## src/rtl/axil_pkg.sv

```systemverilog
// axil_pkg: shared AXI-Lite response codes, response type and byte-lane helper
package axil_pkg;
  typedef logic [1:0] axil_resp_t;
  localparam axil_resp_t RESP_OKAY   = 2'b00;
  localparam axil_resp_t RESP_SLVERR = 2'b10;
  localparam axil_resp_t RESP_DECERR = 2'b11;
  function automatic int clog2_bytes(input int dw);
    return $clog2(dw / 8);
  endfunction
endpackage

```

## src/rtl/axil_regfile_slave_if.sv

```systemverilog
// axil_regfile_slave_if: AXI-Lite bus (AW/W/B/AR/R channels); master drives addr/data/valids/readies, slave drives the rest
interface axil_regfile_slave_if #(
  parameter int ADDR_WIDTH = 8,
  parameter int DATA_WIDTH = 32
);
  logic [ADDR_WIDTH-1:0]   AWADDR;
  logic                    AWVALID;
  logic                    AWREADY;
  logic [DATA_WIDTH-1:0]   WDATA;
  logic [DATA_WIDTH/8-1:0] WSTRB;
  logic                    WVALID;
  logic                    WREADY;
  logic [1:0]              BRESP;
  logic                    BVALID;
  logic                    BREADY;
  logic [ADDR_WIDTH-1:0]   ARADDR;
  logic                    ARVALID;
  logic                    ARREADY;
  logic [DATA_WIDTH-1:0]   RDATA;
  logic [1:0]              RRESP;
  logic                    RVALID;
  logic                    RREADY;
  modport master (
    output AWADDR, AWVALID, WDATA, WSTRB, WVALID, BREADY, ARADDR, ARVALID, RREADY,
    input  AWREADY, WREADY, BRESP, BVALID, ARREADY, RDATA, RRESP, RVALID
  );
  modport slave (
    input  AWADDR, AWVALID, WDATA, WSTRB, WVALID, BREADY, ARADDR, ARVALID, RREADY,
    output AWREADY, WREADY, BRESP, BVALID, ARREADY, RDATA, RRESP, RVALID
  );
endinterface

```

## src/rtl/axil_strb_merge.sv

```systemverilog
// axil_strb_merge: byte-strobe merge; old_i/new_i/strb_i in, merged_o takes new_i bytes where strb_i is set
module axil_strb_merge #(
  parameter int DATA_WIDTH = 32
) (
  input  logic [DATA_WIDTH-1:0]   old_i,
  input  logic [DATA_WIDTH-1:0]   new_i,
  input  logic [DATA_WIDTH/8-1:0] strb_i,
  output logic [DATA_WIDTH-1:0]   merged_o
);
  for (genvar b = 0; b < DATA_WIDTH / 8; b++) begin : g_lane
    assign merged_o[b*8 +: 8] = strb_i[b] ? new_i[b*8 +: 8] : old_i[b*8 +: 8];
  end
endmodule

```

## src/rtl/axil_regfile_slave.sv

```systemverilog
// axil_regfile_slave: AXI-Lite register file; clk/resetn, bus (AXI-Lite slave), reg_q (RW contents), ro_in (RO sources), wr_pulse (per-register write strobe)
module axil_regfile_slave
  import axil_pkg::*;
#(
  parameter int                  ADDR_WIDTH = 8,
  parameter int                  DATA_WIDTH = 32,
  parameter int                  NUM_REGS   = 16,
  parameter logic [NUM_REGS-1:0] RO_MASK    = '0
) (
  input  logic                           clk,
  input  logic                           resetn,
  axil_regfile_slave_if.slave            bus,
  output logic [NUM_REGS*DATA_WIDTH-1:0] reg_q,
  input  logic [NUM_REGS*DATA_WIDTH-1:0] ro_in,
  output logic [NUM_REGS-1:0]            wr_pulse
);
  localparam int AL = clog2_bytes(DATA_WIDTH);
  localparam int IW = ADDR_WIDTH - AL;
  localparam int SW = DATA_WIDTH / 8;
  logic [DATA_WIDTH-1:0] mem_q [NUM_REGS];
  logic                  aw_full_q, w_full_q, bvalid_q, rvalid_q;
  logic [IW-1:0]         aw_idx_q;
  logic [DATA_WIDTH-1:0] w_data_q, rdata_q, old_data, merged, rd_data;
  logic [SW-1:0]         w_strb_q;
  axil_resp_t            bresp_q, rresp_q, wr_resp, rd_resp;
  logic [NUM_REGS-1:0]   wr_sel, rd_sel, wr_pulse_q;
  logic                  commit;
  logic [IW-1:0]         ar_idx;
  logic                  unused_lsbs;
  assign ar_idx        = bus.ARADDR[ADDR_WIDTH-1:AL];
  assign unused_lsbs   = &{1'b0, bus.AWADDR[AL-1:0], bus.ARADDR[AL-1:0]};
  assign bus.AWREADY   = !aw_full_q;
  assign bus.WREADY    = !w_full_q;
  assign bus.ARREADY   = !rvalid_q || bus.RREADY;
  assign bus.BVALID    = bvalid_q;
  assign bus.BRESP     = bresp_q;
  assign bus.RVALID    = rvalid_q;
  assign bus.RDATA     = rdata_q;
  assign bus.RRESP     = rresp_q;
  assign wr_pulse      = wr_pulse_q;
  assign commit        = aw_full_q && w_full_q && (!bvalid_q || bus.BREADY);
  // Decode by equality against each index so no select ever runs past NUM_REGS.
  always_comb begin
    wr_sel   = '0;
    rd_sel   = '0;
    old_data = '0;
    rd_data  = '0;
    reg_q    = '0;
    for (int i = 0; i < NUM_REGS; i++) begin
      wr_sel[i] = aw_idx_q == IW'(i);
      rd_sel[i] = ar_idx == IW'(i);
      if (wr_sel[i]) old_data = mem_q[i];
      if (rd_sel[i]) rd_data = RO_MASK[i] ? ro_in[i*DATA_WIDTH +: DATA_WIDTH] : mem_q[i];
      reg_q[i*DATA_WIDTH +: DATA_WIDTH] = mem_q[i];
    end
    wr_resp = !(|wr_sel) ? RESP_DECERR : |(wr_sel & RO_MASK) ? RESP_SLVERR : RESP_OKAY;
    rd_resp = |rd_sel ? RESP_OKAY : RESP_DECERR;
  end
  axil_strb_merge #(.DATA_WIDTH(DATA_WIDTH)) u_merge (
    .old_i   (old_data),
    .new_i   (w_data_q),
    .strb_i  (w_strb_q),
    .merged_o(merged)
  );
  always_ff @(posedge clk or negedge resetn) begin
    if (!resetn) begin
      aw_full_q  <= 1'b0;
      w_full_q   <= 1'b0;
      aw_idx_q   <= '0;
      w_data_q   <= '0;
      w_strb_q   <= '0;
      bvalid_q   <= 1'b0;
      bresp_q    <= RESP_OKAY;
      rvalid_q   <= 1'b0;
      rdata_q    <= '0;
      rresp_q    <= RESP_OKAY;
      wr_pulse_q <= '0;
      mem_q      <= '{default: '0};
    end else begin
      if (bus.AWVALID && !aw_full_q) begin
        aw_full_q <= 1'b1;
        aw_idx_q  <= bus.AWADDR[ADDR_WIDTH-1:AL];
      end
      if (bus.WVALID && !w_full_q) begin
        w_full_q <= 1'b1;
        w_data_q <= bus.WDATA;
        w_strb_q <= bus.WSTRB;
      end
      // Both holding slots are full on commit, so no new handshake can race the clear.
      if (commit) begin
        aw_full_q <= 1'b0;
        w_full_q  <= 1'b0;
        bresp_q   <= wr_resp;
      end
      bvalid_q   <= commit || (bvalid_q && !bus.BREADY);
      wr_pulse_q <= commit ? wr_sel & ~RO_MASK : '0;
      for (int i = 0; i < NUM_REGS; i++)
        if (commit && wr_sel[i] && !RO_MASK[i]) mem_q[i] <= merged;
      if (bus.ARVALID && bus.ARREADY) begin
        rdata_q <= rd_data;
        rresp_q <= rd_resp;
      end
      if (bus.ARREADY) rvalid_q <= bus.ARVALID;
    end
  end
endmodule

```

## src/flat_wrapper.sv

```systemverilog
// flat-port wrapper written by rule: the top's interface ports become plain ports
module axil_regfile_slave_flat import axil_pkg::*;
#(
  parameter int                  ADDR_WIDTH = 8,
  parameter int                  DATA_WIDTH = 32,
  parameter int                  NUM_REGS   = 16,
  parameter logic [NUM_REGS-1:0] RO_MASK    = '0
)
  (clk, resetn, reg_q, ro_in, wr_pulse, bus_AWADDR, bus_AWVALID, bus_WDATA, bus_WSTRB, bus_WVALID, bus_BREADY, bus_ARADDR, bus_ARVALID, bus_RREADY, bus_AWREADY, bus_WREADY, bus_BRESP, bus_BVALID, bus_ARREADY, bus_RDATA, bus_RRESP, bus_RVALID);
  axil_regfile_slave_if #(.ADDR_WIDTH(ADDR_WIDTH), .DATA_WIDTH(DATA_WIDTH)) bus_i ();
  input  logic clk;
  input  logic resetn;
  output logic [NUM_REGS*DATA_WIDTH-1:0] reg_q;
  input  logic [NUM_REGS*DATA_WIDTH-1:0] ro_in;
  output logic [NUM_REGS-1:0] wr_pulse;
  input wire logic [$bits(bus_i.AWADDR)-1:0] bus_AWADDR;
  input wire logic [$bits(bus_i.AWVALID)-1:0] bus_AWVALID;
  input wire logic [$bits(bus_i.WDATA)-1:0] bus_WDATA;
  input wire logic [$bits(bus_i.WSTRB)-1:0] bus_WSTRB;
  input wire logic [$bits(bus_i.WVALID)-1:0] bus_WVALID;
  input wire logic [$bits(bus_i.BREADY)-1:0] bus_BREADY;
  input wire logic [$bits(bus_i.ARADDR)-1:0] bus_ARADDR;
  input wire logic [$bits(bus_i.ARVALID)-1:0] bus_ARVALID;
  input wire logic [$bits(bus_i.RREADY)-1:0] bus_RREADY;
  output wire logic [$bits(bus_i.AWREADY)-1:0] bus_AWREADY;
  output wire logic [$bits(bus_i.WREADY)-1:0] bus_WREADY;
  output wire logic [$bits(bus_i.BRESP)-1:0] bus_BRESP;
  output wire logic [$bits(bus_i.BVALID)-1:0] bus_BVALID;
  output wire logic [$bits(bus_i.ARREADY)-1:0] bus_ARREADY;
  output wire logic [$bits(bus_i.RDATA)-1:0] bus_RDATA;
  output wire logic [$bits(bus_i.RRESP)-1:0] bus_RRESP;
  output wire logic [$bits(bus_i.RVALID)-1:0] bus_RVALID;
  assign bus_i.AWADDR = bus_AWADDR;
  assign bus_i.AWVALID = bus_AWVALID;
  assign bus_i.WDATA = bus_WDATA;
  assign bus_i.WSTRB = bus_WSTRB;
  assign bus_i.WVALID = bus_WVALID;
  assign bus_i.BREADY = bus_BREADY;
  assign bus_i.ARADDR = bus_ARADDR;
  assign bus_i.ARVALID = bus_ARVALID;
  assign bus_i.RREADY = bus_RREADY;
  assign bus_AWREADY = bus_i.AWREADY;
  assign bus_WREADY = bus_i.WREADY;
  assign bus_BRESP = bus_i.BRESP;
  assign bus_BVALID = bus_i.BVALID;
  assign bus_ARREADY = bus_i.ARREADY;
  assign bus_RDATA = bus_i.RDATA;
  assign bus_RRESP = bus_i.RRESP;
  assign bus_RVALID = bus_i.RVALID;
  axil_regfile_slave #(.ADDR_WIDTH(ADDR_WIDTH), .DATA_WIDTH(DATA_WIDTH), .NUM_REGS(NUM_REGS), .RO_MASK(RO_MASK)) u_core (.clk(clk), .resetn(resetn), .bus(bus_i), .reg_q(reg_q), .ro_in(ro_in), .wr_pulse(wr_pulse));
endmodule
```

## config.mk

```make
export PLATFORM = sky130hd
export DESIGN_NAME = axil_regfile_slave_flat
export DESIGN_NICKNAME = d
export VERILOG_FILES = /design/src/rtl/axil_pkg.sv /design/src/rtl/axil_regfile_slave_if.sv /design/src/rtl/axil_strb_merge.sv /design/src/rtl/axil_regfile_slave.sv /design/src/flat_wrapper.sv
export SDC_FILE = /design/constraint.sdc
export NUM_CORES = 1
export LEC_CHECK = 0
export CAP_MARGIN = 20
export CORE_AREA = 2 2 438 440
export CTS_CLUSTER_DIAMETER = 150
export DETAILED_ROUTE_END_ITERATION = 8
export DIE_AREA = 0 0 440 442
export PLACE_DENSITY = 0.37
export SYNTH_ARGS = -nofsm -noshare
export SYNTH_HDL_FRONTEND = slang
export SYNTH_SLANG_ARGS = --single-unit
```

## constraint.sdc

```tcl
create_clock -name clk -period 7.7 [get_ports clk]
set_clock_uncertainty 0.15 [all_clocks]
set_input_delay 1.54 -clock clk [delete_from_list [all_inputs] [get_ports clk]]
set_output_delay 1.54 -clock clk [all_outputs]
set_load 0.02 [all_outputs]
```

# Yosys cells after proc, flatten, opt, wreduce, memory -nomap -nowiden
# Index checks and enable logic that the tools add are counted.
# classes
eq_ne	30
muxes	43
reduce_logical	36
# op_table
operator	count
2-to-1 mux 32 bit	32
== test 6 x 4 -> 1 bit, second input constant	16
== test 6 x 3 -> 1 bit, second input constant	8
2-to-1 mux 8 bit	4
OR reduction 16 bit	2
== test 6 x 2 -> 1 bit, second input constant	4
logical AND 1 bit	22
2-to-1 mux 16 bit	1
== test 6 x 1 -> 1 bit, second input constant	2
logical NOT 6 bit	2
logical NOT 1 bit	5
2-to-1 mux 1 bit	4
2-to-1 mux 2 bit	2
nonzero test 2 bit	2
logical OR 1 bit	3
# word_totals
ff_bits	610
word_cells	136

# Logic depth before layout (Yosys ltp)
# depth
word_depth	18
depth_mapped	10
depth_no_buf	7

# By module
# From an unflattened synthesis, not the netlist that was laid out.
# unflattened
cells_unflattened	2714
area_unflattened_um2	31737.9
# modules_own_cells
module	n_inst	cells_per_inst	area_each_um2	seq_area_each_um2
axil_regfile_slave	1	2678	31212.4	15214.6
axil_strb_merge	1	36	525.5	0.0

# Worst setup path before layout
# OpenSTA, ideal clock, no wires.
# synth_path
path_type	input-to-reg
start	in bus_ARADDR[7]
end	reg u_core.rdata_q[29], in the netlist u_core.bus.RDATA[29]
setup_ns	0.136
t_arrival_ns	3.330
required_ns	7.414
setup_slack_ns	4.084
path_stages	7
cell_sequence	clkbuf_1 > or4b_2 > clkbuf_1 > nor2_1 > a221oi_1 > a2111oi_0 > o31ai_1
# synth_between
elab_chain_len	17
# synth_rtl
item	line	text
start: declaration	flat_wrapper.sv:22	input wire logic [$bits(bus_i.ARADDR)-1:0] bus_ARADDR;
logical NOT 6 bit	axil_regfile_slave.sv:51	rd_sel[i] = ar_idx == IW'(i);
2-to-1 mux 32 bit (15 in series)	axil_regfile_slave.sv:53	if (rd_sel[i]) rd_data = RO_MASK[i] ? ro_in[i*DATA_WIDTH +: DATA_WIDTH] : mem_q[i];
2-to-1 mux 32 bit *	axil_regfile_slave.sv:53	
end signal: assignment	axil_regfile_slave.sv:100	rdata_q <= rd_data;
end: declaration	axil_regfile_slave.sv:23	logic [DATA_WIDTH-1:0] w_data_q, rdata_q, old_data, merged, rd_data;
# Mark *: on every way between the ends. The rest lies on a longest branch, timed or not.
# A chain may end at the register's enable or synchronous reset.

# Worst setup path in the final report
# layout_path
start	in bus_ARADDR[7]
end	reg u_core.rdata_q[19], in the netlist u_core.bus.RDATA[19]
# Same word-level chain as after synthesis.

==> metrics.txt <==
status=complete, no violations; worst hold start=u_core.bus.RDATA[28]$_DFFE_PN0P_; sequential-to-total area share from yosys stat=48.4%; PwrDens=434 mW/mm^2; PostCTS Resize Cnt=0; Yosys cell types=82; Peak VDD IR=0.180 mV; die area=0.194 mm^2; slowest CP cell=a211oi_1; clock sink count=608; Leakage=17.5 nW; vias in the first global route=28.7k; Max Clock Freq=197 MHz; IO buf count=623; Post-synth EDFFs=0; Yosys reg bits=608; final setup vio count=0; minimum clock period=5.08 ns; CTS tree=done; Global Route Usage Sum=21.8%; Slew headroom=17.0%; worst slew pin tran=1.24 ns; Min-Delay Endpoint=u_core.bus.RDATA[28]$_DFFE_PN0P_; hpwl dp=166000 um; Rows=160; CTS H-Tree Depth=3; crit-path cells=clkdlybuf4s50_1, or4b_1, buf_4, nor2_1, buf_4, a222oi_1, a211oi_1, o221ai_1, a21oi_1; Vias/cell=4.86; DR iter-0 viols=3049; Tcrit/Tclk final=65.9%; Design Area, Final=0.0434 mm^2; final setup TNS=0 ns; Synth async-reset ratio=100%; Post-Synthesis Cells=3084; largest net degree at the start of global routing=143; WHS=0.329 ns; Final ANT Viol Nets=0; Reg-to-Reg Start=u_core.aw_idx_q[0]$_DFFE_PN0P_; Final Util=22.9%; unrepaired setup endpoints after global routing=no; I/O pin cnt=1140; worst min path class=flop to flop; Post-DP Area=0.0407 mm^2; Via Count=30.2k; Root Buffer=clkbuf_16; Num CTS Buffers=77; worst path arrival time=5.54 ns; fin. max-slew vios=0; hold path depth=2; 1st-pass router iterations=5; postcts setup bufs=0; Startpoint Class=primary input; syn_area_per_cell=10.2 um^2; height of the die=442 um; Nets=4206; DR WL/cell=35.2 um; reg-to-reg endpoint=u_core.reg_q[371]$_DFFE_PN0P_; grt ovf=0; die width=440 um; Critical Path Sink Type=flop; ys flop type=dfrtp_1; most frequent cell on the critical path=buf_4; Crit Path Class=primary input to flop; first-pass GRT wire length=289000 um; final hold violation count=0; Clock Path Buffers=3; Worst EP required=8.16 ns; clk_lat worst skew=0.69 ns; Worst-path clk slew=0.06 ns; Initial Util=16.6%; DRC Markers=0; synthesis-to-layout area growth=38.0%; Max stage delay on crit path=0.88 ns; Ys Warns=0; routability cong.=0.907; Total Wirelength=219000 um; core area=0.190 mm^2; commonest non-fill, non-tap cell in the layout=clkdlybuf4s50_1; Synth Net Count=3655; layout cells sized above 1=17.2%; r2r worst-path depth=10; synthesized cell area=0.0314 mm^2; Maximum Capacitance Violations=0; CTS Hold Bufs=0; CP max FO=28; initial antenna violation count=5; flop-to-flop setup slack=2.72 ns; commonest cells after routing, fill and taps aside=620 x clkdlybuf4s50_1, 607 x dfrtp_1, 298 x nor2_1
## cell usage after synthesis (all sizes together) (4+ instances only)
master	number	area, um^2
dfrtp	608	15200
nor2	308	1170
a21oi	282	1410
mux2	277	3120
o21ai	234	1170
nand2	229	860
clkbuf	156	586
buf	131	716
a22oi	69	518
a221oi	60	532
o221ai	56	490
o22ai	56	350
inv	53	199
a31oi	47	309
and3	44	275
mux4	44	991
a2111oi	42	368
mux2i	41	410
a221o	38	380
a211oi	35	263
nand3	25	125
nand4	24	150
a2bb2oi	21	190
nor2b	18	113
a21boi	16	120
nand2b	15	93.8
nor3	15	106
o2111ai	14	123
a21o	11	82.6
o31a	10	87.6
or3	10	62.6
o211ai	9	67.6
and2	7	43.8
nor4	7	50.1
a222oi	5	50.1
a32oi	5	43.8
o21a	5	37.5
o22a	5	43.8
o2bb2ai	5	43.8
o31ai	5	37.5
or4	5	41.3
nor4b	4	71.3
o311ai	4	35.0
or4b	4	47.6
## cells by family after synthesis
kind of cell | synth area share (%)
flops | 48.4
compound gates | 21.9
simple gates | 10.5
mux | 14.4
buf+inv | 4.80
## per-stage QoR
stage	worst slack (ns)	total power (W)	instances
6_report	2.62	0.0188	6213
5_1_grt	2.46	0.0195	6208
4_1_cts	2.83	0.0188	6201
3_5_place_dp	2.09	0.0149	6062
3_3_place_gp	2.11	0.0148	6056
2_1_floorplan	4.08	0.00936	3084
## area by class of cell
cell class | instances | area [um^2]
Antenna cell | 7 | 17.5
Clock buffer | 116 | 2300
Clock inverter | 23 | 302
Fill cell | 20500 | 146000
Inverter | 55 | 206
Multi-Input combinational cell | 2134 | 14900
Sequential cell | 608 | 15200
Tap cell | 2511 | 3140
Timing Repair Buffer | 759 | 7310
## worst max-delay path by stage
| stage | from | to | depth (start not counted) |
|---|---|---|---|
| 4_1_cts | bus_ARADDR[7] | u_core.bus.RDATA[19]$_DFFE_PN0P_ | 9 |
| 6_report | bus_ARADDR[7] | u_core.bus.RDATA[19]$_DFFE_PN0P_ | 9 |
| 3_3_place_gp | bus_ARADDR[7] | u_core.bus.RDATA[19]$_DFFE_PN0P_ | 9 |
| 5_1_grt | u_core.aw_idx_q[0]$_DFFE_PN0P_ | u_core.reg_q[371]$_DFFE_PN0P_ | 10 |
| 2_1_floorplan | bus_ARADDR[7] | u_core.bus.RDATA[29]$_DFFE_PN0P_ | 7 |
| 3_5_place_dp | bus_ARADDR[7] | u_core.bus.RDATA[19]$_DFFE_PN0P_ | 9 |
## worst max-delay path: cells and delay by family
family / cells / cell delay (ns)
compound gates: 4 / 1.52
buf+inv: 3 / 1.26
simple gates: 2 / 1.17
## flip-flops by register name, indices dropped and copies added, names as in the netlist
name	flops
u_core.reg_q	512
u_core.bus.RDATA	32
u_core.w_data_q	32
u_core.wr_pulse	16
u_core.aw_idx_q	6
u_core.w_strb_q	4
u_core.aw_full_q	1
u_core.bus.BRESP	1
u_core.bus.BVALID	1
u_core.bus.RRESP	1
u_core.bus.RVALID	1
u_core.w_full_q	1
## report_power, final
group          switching, W  internal (W)  total, W
Clock               0.00162       0.00226   0.00388
Sequential          0.00174       0.00429   0.00603
Combinational       0.00566       0.00327   0.00892
Total               0.00901       0.00982    0.0188
## per-layer routing
metal / global-route usage (%) / vias to the layer above / share of wire, %
met5: 0 / - / 0.0064
met4: 12.6 / 2 / 6.7
met3: 5.87 / 314 / 8.3
met2: 34.0 / 1467 / 45
met1: 26.9 / 15700 / 40
li1: - / 12700 / -
Note: power is estimated with default switching activity, not from simulation.
